$ cat src/rtl/irq_arbiter_11.sv
// Eleven-source interrupt arbiter with edge-detected pending bits, a runtime
// enable mask and round-robin IDLE/REQ/SERVICE grant handshake to the CPU.
module irq_arbiter_11 #(
  parameter logic [10:0] InvertMask = 11'h000
) (
  input  logic        Clock_i,
  input  logic        Reset_i,
  input  logic [10:0] Req_i,
  input  logic        Cfg_We_i,
  input  logic [10:0] Cfg_Data_i,
  input  logic        Ack_i,
  input  logic        Eoi_i,
  output logic        Irq_o,
  output logic [3:0]  Irq_Id_o,
  output logic        Busy_o,
  output logic [10:0] Pending_o,
  output logic        Any_Pending_o
);

  typedef enum logic [1:0] {IDLE, REQ, SERVICE} state_e;

  state_e      state_q;
  logic        irq_q;
  logic [3:0]  irqId_q;
  logic        busy_q;
  logic [3:0]  ptr_q;
  logic [3:0]  winner_q;
  logic [10:0] hist_q;
  logic [10:0] pending_q;
  logic [10:0] pending_d;
  logic [10:0] enable_q;

  logic [10:0] reqAdj;
  logic [10:0] rise;
  logic [10:0] masked;
  logic [10:0] clrMask;
  logic        ackFire;
  logic        hiFound;
  logic [3:0]  hiIdx;
  logic [3:0]  loIdx;
  logic [3:0]  winIdx;

  assign reqAdj  = Req_i ^ InvertMask;
  assign rise    = reqAdj & ~hist_q;
  assign masked  = pending_q & enable_q;
  assign ackFire = (state_q == REQ) && Ack_i;
  assign clrMask = ackFire ? (11'b1 << winner_q) : 11'b0;
  // A new edge in the same cycle as the clear must survive, so set wins.
  assign pending_d = (pending_q & ~clrMask) | rise;

  // Round-robin: lowest enabled pending index at or above ptr, else lowest overall.
  always_comb begin
    hiFound = 1'b0;
    hiIdx   = 4'd0;
    loIdx   = 4'd0;
    for (int i = 10; i >= 0; i--) begin
      if (masked[i]) begin
        loIdx = 4'(i);
        if (i >= int'(ptr_q)) begin
          hiFound = 1'b1;
          hiIdx   = 4'(i);
        end
      end
    end
    winIdx = hiFound ? hiIdx : loIdx;
  end

  always_ff @(posedge Clock_i or posedge Reset_i) begin
    if (Reset_i) begin
      hist_q    <= 11'h000;
      pending_q <= 11'h000;
      enable_q  <= 11'h000;
    end else begin
      hist_q    <= reqAdj;
      pending_q <= pending_d;
      if (Cfg_We_i) enable_q <= Cfg_Data_i;
    end
  end

  always_ff @(posedge Clock_i or posedge Reset_i) begin
    if (Reset_i) begin
      state_q  <= IDLE;
      irq_q    <= 1'b0;
      irqId_q  <= 4'd0;
      busy_q   <= 1'b0;
      ptr_q    <= 4'd0;
      winner_q <= 4'd0;
    end else begin
      case (state_q)
        IDLE: begin
          if (|masked) begin
            state_q  <= REQ;
            irq_q    <= 1'b1;
            irqId_q  <= winIdx + 4'd1;
            winner_q <= winIdx;
          end
        end
        REQ: begin
          if (Ack_i) begin
            state_q <= SERVICE;
            irq_q   <= 1'b0;
            busy_q  <= 1'b1;
          end else if (Cfg_We_i && !Cfg_Data_i[winner_q]) begin
            // Winner masked off before acceptance: withdraw, keep it pending.
            state_q <= IDLE;
            irq_q   <= 1'b0;
            irqId_q <= 4'd0;
          end
        end
        SERVICE: begin
          if (Eoi_i) begin
            state_q <= IDLE;
            busy_q  <= 1'b0;
            irqId_q <= 4'd0;
            ptr_q   <= (winner_q == 4'd10) ? 4'd0 : winner_q + 4'd1;
          end
        end
        default: state_q <= IDLE;
      endcase
    end
  end

  assign Irq_o         = irq_q;
  assign Irq_Id_o      = irqId_q;
  assign Busy_o        = busy_q;
  assign Pending_o     = pending_q;
  assign Any_Pending_o = |masked;

endmodule

$ cat config.mk
export PLATFORM = sky130hd
export DESIGN_NAME = irq_arbiter_11
export DESIGN_NICKNAME = d
export VERILOG_FILES = /design/src/rtl/irq_arbiter_11.sv
export SDC_FILE = /design/constraint.sdc
export NUM_CORES = 1
export LEC_CHECK = 0
export ABC_CLOCK_PERIOD_IN_PS = 5700
export CAP_MARGIN = 20
export CORE_UTILIZATION = 40
export DETAILED_ROUTE_END_ITERATION = 10
export GPL_TIMING_DRIVEN = 0
export HOLD_SLACK_MARGIN = 0.15
export PLACE_DENSITY = 0.7
export SKIP_CTS_REPAIR_TIMING = 1
export SLEW_MARGIN = 20
export SYNTH_ARGS = -nofsm -noshare
export SYNTH_HDL_FRONTEND = slang
export SYNTH_SLANG_ARGS = --single-unit
$ cat constraint.sdc
create_clock -name Clock_i -period 5.7 [get_ports Clock_i]
set_input_delay 1.14 -clock Clock_i [delete_from_list [all_inputs] [get_ports Clock_i]]
set_output_delay 1.14 -clock Clock_i [all_outputs]
set_load 0.05 [all_outputs]
==> impl_results.md, run 1 <==
* WHS Path Cells at 1
* CTS Root Cell: clkbuf_8
* Worst path most repeated cell: nand3_1
* Register area share after synthesis at 0.475
* Initial core utilization at 0.426
* Fraction of layout cells with a size suffix above 1 at 0.151
* Fin util at 0.533
* Worst-Margin Slew at roughly 620 ps
* Status: finished clean
* PortBufs at 44
* Syn_nets at 292
* Initial DRC Count at 87
* Startpoint Class: flip-flop
* Max-slew violations at 0
* Placeable Area at 0.00606 sq mm
* Die width at 82.4 microns
* Unique masters post-synth at 55
* Top FF cell, synth: dfrtp_1
* Congestion Overflow GR at 0
* Number of I/O pins at 45
* CTS tree: yes
* Routed wire per std cell at 15.8 microns
* Max Clk Rate at around 270 MHz
* Post-synth EDFFs at 0
* Antenna Nets Post-Route at 0
* Total Die Area at ~0.0068 sq mm
* Crit. path cell count at 5
* CP arrival at 2510 ps
* Die H at a little over 80 microns
* Drt drc at 0
* Top-count cell post-synth: dfrtp_1
* Gpl congestion at 0.825
* CP Max Fanout at 4
* Setup crit start: Pending_o[4]$_DFF_PP0_
* WS Path Type: flip-flop to output pin
* Crit path required time at 4560 ps
* R2R cell count at 9
* Vias per Instance at between 5 and 6
* Placed Instances at 378
* PwrDens at 490 mW/mm^2
* Final Setup Violations at 0
* Nets at 344
* Minimum clock period at ~3600 ps
* Routed vias at 2058
* Slowest CP cell: clkdlybuf4s50_1
* Worst path cell trace: a22oi_1 > nand3_1 > nor2_1 > nand3_1 > clkdlybuf4s50_1
* Yosys reg bits at 49
* Worst hold path class: flip-flop to flip-flop
* Post-synthesis async set-or-reset flop share at 1.00
* Commonest cells in the netlist: dfrtp_1, nand2_1, o21ai_0
* Mean post-synth cell area at between 10 and 15 sq um
* Clock Tree Buf Depth at 2
* Clk_skew at 5.21 ps
* Synth area leaders: dfrtp_1, mux2_2, o21ai_0, nand2_1, ha_1
* Num CTS Buffers at 5
* Detail Placement HPWL at ~4600 microns
* Number of global-route vias before repair at 2036
* Area Overhead vs Synth at 25.1%
* Dominant cell type by area after synthesis: dfrtp_1
* Max-cap viol count at 0
* Start point of the worst hold path: hist_q[9]$_DFF_PP0_
* Delay-heaviest family, CP: buffers and inverters
* H-tree level count at 2
* Slew margin rel. at 0.590
* CP endpoint kind: output pin
* Clk_lat worst skew at 310 ps
* Hold Violations, Final at 0
* CTS clk-pin slew, worst paths at roughly 100 ps
* Maximum vdd ir drop at 197 uV
* CTS sink cnt at a little under 50
* ANT cells at 0
* Tcrit/Tclk final at 0.640
* Post-synth top area share at 0.475
* First-pass GRT wire length at 10200 microns
* Launch point of the worst reg-to-reg path: ptr_q[0]$_DFFE_PP0P_
* CP peak stage delay at 740 ps
* Final wirelength at approximately 6100 microns
* Setup TNS at 0 ps
* YS warnings at 0
* Hold slack final at between 400 and 500 ps
* Initial antenna violation count at 0
* Buffers plus inverters on the worst setup path at 1
* Post-Synthesis Cells at 258
* Drt first pass iters at 4
* P_leak at 1.39 nW
* Finished Layout Cells at 386
* Total track usage at 0.204
* Largest net degree at the start of global routing at 36
* Mapped cell area at 0.00258 sq mm
* # rows at 28
* RSZ-0062 raised after global routing: no
registers in the layout (all words and copies together), names as in the netlist:
signal     count
hist_q        11
ptr_q          4
enable_q      11
Irq_Id_o       4
winner_q       4
Busy_o         1
Pending_o     11
state_q        2
Irq_o          1
cell usage in the layout (no fill, tap or decap), types with 2 or more instances in the layout:
cell type,instances
dfrtp_1,49
clkdlybuf4s50_1,44
nand2_1,37
o21ai_0,32
inv_1,18
mux2_2,16
a21oi_1,11
nor2_1,10
nand3_1,8
ha_1,7
clkbuf_8,5
o31ai_1,4
nor3_1,4
mux2i_1,3
nand2b_1,3
a22oi_1,3
and2_1,3
or2_2,3
nand3b_1,3
clkbuf_1,2
buf_2,2
mux4_2,2
and2_2,2
a21o_1,2
inv_6,2
logic make-up (layout without fill, tap and decap cells):
family | Yosys count | count (layout) | synth area share
AOI/OAI and AO/OA | 72 | 72 | 0.190
xor gates and xnor gates | 1 | 1 | 0.00339
adders and majority gates | 7 | 7 | 0.0339
buffers and inverters | 27 | 80 | 0.0450
DFF | 49 | 49 | 0.475
muxes | 21 | 21 | 0.0988
and+or+nand+nor | 81 | 81 | 0.154
power by group:
part           internal (mW)  total, mW  switching, mW  leakage [nW]
logic                  0.344      0.869          0.525         0.788
registers              0.430      0.494         0.0637         0.554
clock network         0.0897      0.220          0.131        0.0452
per-layer routing:
layer	wire, microns	GRT usage	vias up
met5	0	0	-
met4	116	0.0667	0
met3	226	0.0429	9
met2	2900	0.328	41
met1	2850	0.274	993
li1	-	-	1015
worst reg2reg max path, stage by stage, from the launching register on:
cell and delay, ps:
dfrtp_1 370, clkbuf_2 180, nand3b_1 190, a2111oi_1 580, a21oi_1 140, nand4_1 130
o22ai_1 140, ha_1 240, xnor2_1 130, o31ai_1 200
cell type report:
| cell class | instances | area, sq um |
|---|---|---|
| inverter | 19 | 71.3 |
| clock buffer | 5 | 68.8 |
| multi-input combinational | 182 | 1240 |
| clock inverter | 3 | 25.0 |
| tap | 75 | 93.8 |
| buffer | 8 | 45.0 |
| timing repair buffer | 45 | 460 |
| fill | 566 | 2830 |
| sequential | 49 | 1230 |
final timing paths:
kind | to | slack (ps)
setup / recovery | Any_Pending_o | 2050
hold / removal | Pending_o[9]$_DFF_PP0_ | 420
setup reg to reg | Irq_Id_o[2]$_DFFE_PP0P_ | 3300
hold reg to reg | Pending_o[9]$_DFF_PP0_ | 420
max in group asynchronous | Pending_o[1]$_DFF_PP0_ | 4100
min in group asynchronous | enable_q[9]$_DFFE_PP0P_ | 1100
per-stage QoR:
step,total power [mW],area (sq um),setup WS [ps]
6_report,1.58,3230,2050
2_1_floorplan,1.12,2580,2840
3_3_place_gp,1.34,3120,2430
5_1_grt,1.69,3230,1890
4_1_cts,1.59,3230,2050
3_5_place_dp,1.36,3140,2410
(Power assumes the default switching activity.)
==> run 2: changes to the inputs <==
- ABC_CLOCK_PERIOD_IN_PS: 5700 -> 3000
- PLACE_DENSITY: 0.7 -> 0.73
- clock period: 5.7 -> 3 ns (I/O delays scaled with it)
==> run 2 against run 1 <==
Final area increased by 0.85%; die area unchanged; worst setup slack got worse by 1700 ps; first-iteration DRC count increased by 33%; sequential share of layout area decreased by 0.32 points; via count increased by 1.9%; routed wire length decreased by 1.7%; non-clock buffer count unchanged; critical path depth unchanged; worst hold slack improved by 9.9 ps; clock-buffer cell count unchanged; combinational power increased by 88%; largest power group unchanged.
==> impl_results.md, run 2 (synthesized netlist as in run 1, its figures left out) <==
* P_leak at 1.40 nW (+1.1%)
* Most common cell after layout, fill and taps aside: dfrtp_1
* Detail Placement HPWL at 4670 microns (+1.1%)
* Fin util at 0.538 (+0.00454)
* Flop pwr share at 0.305 (-0.007)
* Worst-Margin Slew at 592 ps (-23.0 ps)
* PortBufs at 44 (unchanged)
* Gpl congestion at 0.853 (+3.4%)
* H-tree level count at 2 (unchanged)
* Buffers plus inverters on the worst setup path at 1 (unchanged)
* Commonest cells after routing, fill and taps aside: dfrtp_1, clkdlybuf4s50_1, nand2_1
* Clock share of power at 0.162 (+0.023)
* Cell area after layout at 0.00326 sq mm (+0.85%)
* Num CTS Buffers at 5 (unchanged)
* Reg2Reg Setup Slack at 670 ps (-2630 ps)
* Gate power share at 0.533 (-0.016)
* Hold Violations, Final at 0 (unchanged)
* CP endpoint kind: output pin
* Routed vias at 2097 (+1.9%)
* Crit path required time at 2400 ps (-2160 ps)
* Clk_skew at 7.85 ps (+2.64 ps)
* RSZ-0062 raised after global routing: no
* Minimum clock period at 2670 ps
* Nets at 344 (unchanged)
* Max-slew violations at 0 (unchanged)
* Final Setup Violations at 0 (unchanged)
* Worst path cell trace: a22oi_1 > nand3_1 > nor2_1 > nand3_1 > dlymetal6s2s_1
* Int Power at 1.73 mW (+100%)
* CP arrival at 2070 ps (-440 ps)
* Startpoint Class: flip-flop
* Vias per Instance at 5.43 (+1.9%)
* ANT cells at 0 (unchanged)
* Drt drc at 0 (unchanged)
* Max-cap viol count at 0 (unchanged)
* CTS sink cnt at 49 (unchanged)
* Placeable Area at 0.00606 sq mm (unchanged)
* Net switching power of the design at 1.34 mW (+87%)
* Sw Ratio at 0.437 (-0.0168)
* Initial core utilization at 0.426 (unchanged)
* Slew margin rel. at 0.605 (+0.0153)
* # rows at 28 (unchanged)
* Initial DRC Count at 116 (+33%)
* Clock Tree Buf Depth at 2 (unchanged)
* DP Area at 0.00314 sq mm (unchanged)
* CP Max Fanout at 4 (unchanged)
* Antenna Nets Post-Route at 0 (unchanged)
* Number of global-route vias before repair at 1994 (-2.1%)
* R2R cell count at 9 (unchanged)
* Initial antenna violation count at 0 (unchanged)
* CTS Root Cell: clkbuf_8
* First-pass GRT wire length at 9930 microns (-2.4%)
* Total Die Area at 0.00678 sq mm (unchanged)
* Drt first pass iters at 4 (unchanged)
* WHS Path Cells at 1 (unchanged)
* Fraction of layout cells with a size suffix above 1 at 0.151 (unchanged)
* Max Clk Rate at 374 MHz
* WS Path Type: flip-flop to output pin
* Area Overhead vs Synth at 26.2%
* CP peak stage delay at 430 ps (-310 ps)
* Crit. path cell count at 5 (unchanged)
* Area of the multi-input gates at 0.00124 sq mm (unchanged)
* Delay-heaviest family, CP: simple AND/OR/NAND/NOR gates
* Worst path most repeated cell: nand3_1
* Slowest CP cell: dfrtp_1
* Congestion Overflow GR at 0 (unchanged)
* Die H at 82.4 microns (unchanged)
* Routed wire per std cell at 15.5 microns (-1.7%)
* Final wirelength at 5990 microns (-1.7%)
* Die width at 82.4 microns (unchanged)
* CTS clk-pin slew, worst paths at 100 ps (about the same)
* Largest net degree at the start of global routing at 29 (-19%)
* PwrDens at 941 mW/mm^2 (+92%)
* Fill cells at 542 (-4.2%)
* Status: finished clean
* Worst hold path class: flip-flop to flip-flop
* CTS tree: yes
* Number of I/O pins at 45 (unchanged)
* FF+latch area at 0.00123 sq mm (unchanged)
* Tcrit/Tclk final at 0.891
* Clk_lat worst skew at 310 ps (about the same)
* Total track usage at 0.201 (-0.00331)
* Maximum vdd ir drop at 467 uV (+140%)
run 2: cell types whose count changed in the layout (fill, tap and decap cells not counted), sizes merged:
| cell | previous run | this run |
|---|---|---|
| bufinv | 0 | 1 |
| clkdlybuf4s50 | 44 | 43 |
| clkinv | 0 | 1 |
| clkinvlp | 1 | 0 |
| dlymetal6s2s | 0 | 1 |
| inv | 21 | 20 |
run 2: area by class of cell:
cell class | count | area share
repair buffers | 45 | 0.142
flip-flops and latches | 49 | 0.376
clock inverters | 3 | 0.0154
plain buffers | 8 | 0.0138
multi-input cells | 182 | 0.381
clock buffers | 5 | 0.0211
inverters | 19 | 0.0219
well taps | 75 | 0.0288
run 2: final timing paths:
check / from / to
max: Pending_o[4]$_DFF_PP0_ / Any_Pending_o
min: hist_q[6]$_DFF_PP0_ / Pending_o[6]$_DFF_PP0_
max reg2reg: ptr_q[0]$_DFFE_PP0P_ / Irq_Id_o[2]$_DFFE_PP0P_
min reg2reg: hist_q[6]$_DFF_PP0_ / Pending_o[6]$_DFF_PP0_
max in group asynchronous: Reset_i / hist_q[2]$_DFF_PP0_
min in group asynchronous: Reset_i / ptr_q[1]$_DFFE_PP0P_
run 2: power groups by stage:
stage	clock network (mW)	logic [mW]	registers (mW)
finish	0.495	1.63	0.936
detailed placement	0	1.63	0.951
CTS	0.508	1.64	0.936
floorplan	0	0.978	1.15
global route	0.535	1.80	0.956
global placement	0	1.60	0.942
run 2: worst register-to-register path: stages, from the launching register on:
cell and delay [ps]:
dfrtp_1 370, clkbuf_2 190, nand3b_1 190, a2111oi_1 560, a21oi_1 130, nand4_1 130
o22ai_1 140, ha_1 230, xnor2_1 120, o31ai_1 190
run 2: through the flow:
stage,power (mW),setup slack (ps),instances,setup TNS (ps),hold WS (ps)
finish,3.07,328,386,0,429
CTS,3.08,-85.7,386,-85.7,430
detailed placement,2.58,267,378,0,416
floorplan,2.13,459,258,0,400
global route,3.29,95.0,386,0,442
global placement,2.54,266,377,0,404
run 2: per-layer routing:
layer	part of all wire	track usage	routed length [microns]
met2	0.50	0.335	3020
met3	0.041	0.0363	248
met5	0	0	0
met1	0.44	0.264	2650
met4	0.012	0.0632	71
